### config.mk
export PLATFORM = sky130hd
export DESIGN_NAME = mul_sequencer
export DESIGN_NICKNAME = d
export VERILOG_FILES = /design/src/rtl/mul_sequencer.sv
export SDC_FILE = /design/constraint.sdc
export NUM_CORES = 2
export LEC_CHECK = 0
export ABC_AREA = 1
export CAP_MARGIN = 15
export CORE_ASPECT_RATIO = 1.25
export CORE_UTILIZATION = 47
export CTS_CLUSTER_DIAMETER = 120
export CTS_CLUSTER_SIZE = 14
export DETAILED_ROUTE_END_ITERATION = 12
export HOLD_SLACK_MARGIN = 0.06
export PLACE_DENSITY_LB_ADDON = 0.15
export SLEW_MARGIN = 20
export SYNTH_ARGS = -nofsm -noshare
export SYNTH_HDL_FRONTEND = slang
export SYNTH_HIERARCHICAL = 1
export SYNTH_SLANG_ARGS = --single-unit
### constraint.sdc
create_clock -name clk -period 43 [get_ports clk]
set_input_delay 8.6 -clock clk [delete_from_list [all_inputs] [get_ports clk]]
set_output_delay 8.6 -clock clk [all_outputs]
set_load 0.005 [all_outputs]
### src/rtl/mul_sequencer.sv
// Sequenced 32x32 multiplier supporting MUL/MULH/MULHSU/MULHU. Operands are reduced to
// magnitudes, multiplied by one unsigned carry-save array, then the sign is re-applied.

module Multiplier32_no_booth (
    input  logic [31:0] a,
    input  logic [31:0] b,
    output logic [63:0] p
);
    logic [63:0] sum;
    logic [63:0] carry;
    logic [63:0] pp;
    logic [63:0] t;

    // Carry-save reduction of the 32 partial products, one final carry-propagate add.
    always_comb begin
        sum   = '0;
        carry = '0;
        pp    = '0;
        t     = '0;
        for (int i = 0; i < 32; i++) begin
            pp    = b[i] ? (64'(a) << i) : 64'd0;
            t     = sum ^ carry ^ pp;
            carry = ((sum & carry) | (sum & pp) | (carry & pp)) << 1;
            sum   = t;
        end
        p = sum + carry;
    end
endmodule

module mul_sequencer #(
    parameter int LATENCY = 2
) (
    input  logic        clk,
    input  logic        rst_n,
    input  logic        in_valid,
    output logic        in_ready,
    input  logic [1:0]  in_op,
    input  logic [31:0] in_a,
    input  logic [31:0] in_b,
    input  logic        flush,
    output logic        out_valid,
    input  logic        out_ready,
    output logic [31:0] out_result,
    output logic        busy,
    output logic [31:0] done_count
);
    typedef enum logic [1:0] {IDLE, CALC, FIX, DONE} state_t;

    localparam logic [3:0] CNT_LOAD = 4'(LATENCY - 1);

    state_t             state, state_nx;
    logic [3:0]         cnt_p0, cnt_nx;
    logic [1:0]         op_p0;
    logic               sign_a_p0, sign_b_p0;
    logic [31:0]        mag_a_p0, mag_b_p0;
    logic [63:0]        mul_out;
    logic [63:0]        prod_p1;
    logic signed [63:0] prod_fix;
    logic [31:0]        fix_word;
    logic               accept;
    logic               a_signed, b_signed;

    function automatic logic [31:0] mag32(input logic [31:0] v, input logic is_signed);
        return (is_signed && v[31]) ? (~v + 32'd1) : v;
    endfunction

    function automatic logic signed [63:0] apply_sign64(input logic [63:0] p, input logic neg);
        return neg ? signed'(~p + 64'd1) : signed'(p);
    endfunction

    assign in_ready  = (state == IDLE) && !flush && rst_n;
    assign accept    = in_valid && in_ready;
    assign busy      = (state != IDLE);
    assign out_valid = (state == DONE);
    assign a_signed  = (in_op == 2'b01) || (in_op == 2'b10);
    assign b_signed  = (in_op == 2'b01);

    Multiplier32_no_booth u_mul (
        .a (mag_a_p0),
        .b (mag_b_p0),
        .p (mul_out)
    );

    assign prod_fix = apply_sign64(prod_p1, sign_a_p0 ^ sign_b_p0);
    assign fix_word = (op_p0 == 2'b00) ? prod_fix[31:0] : prod_fix[63:32];

    always_comb begin
        state_nx = state;
        cnt_nx   = cnt_p0;
        unique case (state)
            IDLE: if (accept) begin
                state_nx = CALC;
                cnt_nx   = CNT_LOAD;
            end
            CALC: if (cnt_p0 == 4'd0) state_nx = FIX;
                  else                cnt_nx   = cnt_p0 - 4'd1;
            FIX:  state_nx = DONE;
            DONE: if (out_ready) state_nx = IDLE;
            default: state_nx = IDLE;
        endcase
        if (flush) begin
            state_nx = IDLE;
            cnt_nx   = 4'd0;
        end
    end

    always_ff @(posedge clk or negedge rst_n) begin
        if (!rst_n) begin
            state      <= IDLE;
            cnt_p0     <= 4'd0;
            out_result <= 32'd0;
            done_count <= 32'd0;
        end else begin
            state  <= state_nx;
            cnt_p0 <= cnt_nx;
            if (state == FIX && !flush)
                out_result <= fix_word;
            if (state == DONE && out_ready && !flush)
                done_count <= done_count + 32'd1;
        end
    end

    // p0: operand capture; p1: product capture at the end of CALC
    always_ff @(posedge clk) begin
        if (accept) begin
            op_p0     <= in_op;
            sign_a_p0 <= a_signed && in_a[31];
            sign_b_p0 <= b_signed && in_b[31];
            mag_a_p0  <= mag32(in_a, a_signed);
            mag_b_p0  <= mag32(in_b, b_signed);
        end
        if (state == CALC && cnt_p0 == 4'd0 && !flush)
            prod_p1 <= mul_out;
    end
endmodule

==> summary.md <==
| Metric | Value |
|---|---|
| Status | `complete, no violations` |
| Part of the cycle the worst path needs | `43.0%` |
| Netlist Area Pre-Place | `0.0386 sq mm` |
| Initial core utilization | `47.4%` |
| Floorplan Core Area | `0.0814 sq mm` |
| Count leader, synth | `nand2_1` |
| Total global-route track usage | `21.2%` |
| Hold Vio Cnt, Final | `0` |
| DP Area | `0.0407 sq mm` |
| Initial antenna violation count | `4` |
| Flop2flop setup slack | `25.81 ns` |
| CTS resizes | `0` |
| Hold path start | `done_count[31]` |
| DR vias/cell | `5.10` |
| Synth Instances | `4,358` |
| Share of the synthesized area in the top cell type | `48.3%` |
| Num CTS Buffers | `18` |
| Worst Setup End Kind | `output pin` |
| Post-synthesis cell type count | `51` |
| CP startpoint kind | `primary input` |
| Floorplan row count | `117` |
| RSZ-0062 raised after global routing | `false` |
| Clk sink count | `202` |
| Worst hold slack | `0.466 ns` |
| Area leader, netlist | `fa_1` |
| Slew Limit Headroom | `31.6%` |
| Worst setup path startpoint | `flush` |
| Average wire per standard cell | `15.5 um` |
| # IOs | `138` |
| Worst skew pair latency | `0.55 ns` |
| RD Place Congestion | `0.868` |
| Final setup vio count | `0` |
| Worst slew pin tran | `1.02 ns` |
| Main area contributors after synthesis | `fa_1 48%, nand2_1 15%, edfxtp_1 10%` |
| WHS Path Cells | `1` |
| Pin count of the biggest net entering global routing | `77` |
| Asr flop ratio synth | `34.7%` |
| Worst reg2reg path depth | `49` |
| TNS Setup | `0 ns` |
| Max-slew violations | `0` |
| Hold_buf cts | `0` |
| Fin cells | `5,455` |
| Seq/Total Area, Yosys | `14.8%` |
| Hold Path End | `done_count[31]` |
| RR Endpoint | `prod_p1[60]` |
| Crit path DAT | `9.91 ns` |
| Placed Cells incl. Taps | `5,373` |
| H-tree depth | `1` |
| Buffer count from post-CTS setup fixing | `0` |
| Synthesis-to-layout area growth | `8.70%` |
| Wirelength, routed | `84,600 um` |
| Die height | `322 um` |
| Critical path class | `primary input to output pin` |
| Port bufs | `137` |
| Number of synthesized flops with an enable pin | `132` |
| Post-DRT Antenna Nets | `0` |
| DR pass1 iterations | `5` |
| Fmax | `54.0 MHz` |
| Syn. warnings | `6` |
| First DRT Iteration DRCs | `1,010` |
| Fin crit period | `18.51 ns` |
| Reg2reg start | `mag_b_p0[1]` |
| Avg Inst Size Synth | `8.85 sq um` |
| Gr ovfl total | `0` |
| Longest Clk Path Bufs | `3` |
| Post-route cell area | `0.0419 sq mm` |
| Die area | `0.0832 sq mm` |
| Crit Path Max Fanout | `4` |
| Vias | `27,794` |
| Die Width | `258 um` |
| Post-route DRC | `0` |
| Clock-pin slew on the worst setup and hold paths | `0.07 ns` |
| Critical Path RT | `34.40 ns` |
| Vias in the first global route | `29,983` |
| Post-synth top cells | `1,536 x nand2_1, 931 x fa_1, 580 x inv_1` |
| CTS tree | `done` |
| MaxCap Viol Count | `0` |
| First-pass GRT wire length | `143,000 um` |
| Layout cell share with drive strength beyond 1 | `4.13%` |
| HP Class | `flop to flop` |
| Syn nets | `5,434` |
| Root buffer cell | `clkbuf_16` |
| #FFs+latches synth | `202` |
| Post-detail-place hpwl | `72,800 um` |
| Nets@finish | `5,446` |
| Clock skew | `0.0131 ns` |
| Synth Flop Type | `edfxtp_1` |
[area by class of cell]
cell class / count / area [sq um]
clock buffer: 30 / 524
timing repair buffer: 211 / 2300
sequential: 202 / 5720
clock inverter: 1 / 8.76
inverter: 591 / 2220
multi-input combinational: 3346 / 29800
antenna: 3 / 7.51
fill: 8039 / 39500
tap: 1071 / 1340
[flip-flops by register name (all words and copies together) (netlist names)]
signal / count
done_count: 32
out_result: 32
sign_b_p0: 1
sign_a_p0: 1
prod_p1: 64
cnt_p0: 4
mag_b_p0: 32
state: 2
mag_a_p0: 32
op_p0: 2
[critical path, stage by stage]
cell and delay, ns:
clkdlybuf4s50_1 0.49, nor2_1 0.17, inv_1 0.08, nor2_1 0.08, clkdlybuf4s50_1 0.50
[metal layers]
metal	part of all wire, %	global-route usage [%]	vias to the layer above
met2	55	41.1	303
met1	40	24.9	14398
li1	-	-	13007
met4	2.6	5.86	2
met3	2.4	1.76	84
met5	0.015	0	-
[cell families after synthesis]
logic type,synth area share (%)
xor gates and xnor gates,2.40
AOI/OAI and AO/OA,2.32
buffers and inverters,7.97
DFF,14.8
adders and majority gates,50.7
and+or+nand+nor,21.8
[through the flow]
step	worst slack, ns	util (%)
2_1_floorplan	25.54	-
3_3_place_gp	24.48	49.9
3_5_place_dp	24.48	50.0
4_1_cts	24.48	50.6
5_1_grt	24.42	51.5
6_report	24.49	51.5
[cells in the final DEF, fill, tap and decap left out, types with 3 or more instances in the layout]
master,Yosys,routed
diode_2,0,3
nor3_2,7,9
nor2_1,267,266
or2_2,4,4
dfrtp_1,70,70
nor3_1,25,23
o21ai_0,35,35
clkbuf_16,0,19
ha_1,74,74
nand3_1,126,126
clkbuf_1,203,9
nand3_2,11,11
xnor2_1,24,24
o21bai_1,3,3
clkdlybuf4s50_1,0,136
fa_1,931,931
buf_4,1,26
nand2_2,22,22
inv_2,8,8
a31oi_1,9,9
o211ai_1,3,3
nand4_1,27,27
nand3b_1,14,14
o21ai_1,22,22
buf_8,0,48
edfxtp_1,132,132
a21oi_1,80,80
nand2_1,1536,1536
xor2_1,80,80
nor4_1,9,9
nor2_2,14,15
inv_1,580,580
[worst max path at each step]
stage / end / cells after the start
floorplan: in_ready / 3
global placement: in_ready / 5
detailed placement: in_ready / 5
CTS: in_ready / 5
global route: in_ready / 5
finish: in_ready / 5
Power is left out: the tool's default activity adds up to more than one toggle a clock period on the data nets, which glitch-free logic cannot reach.
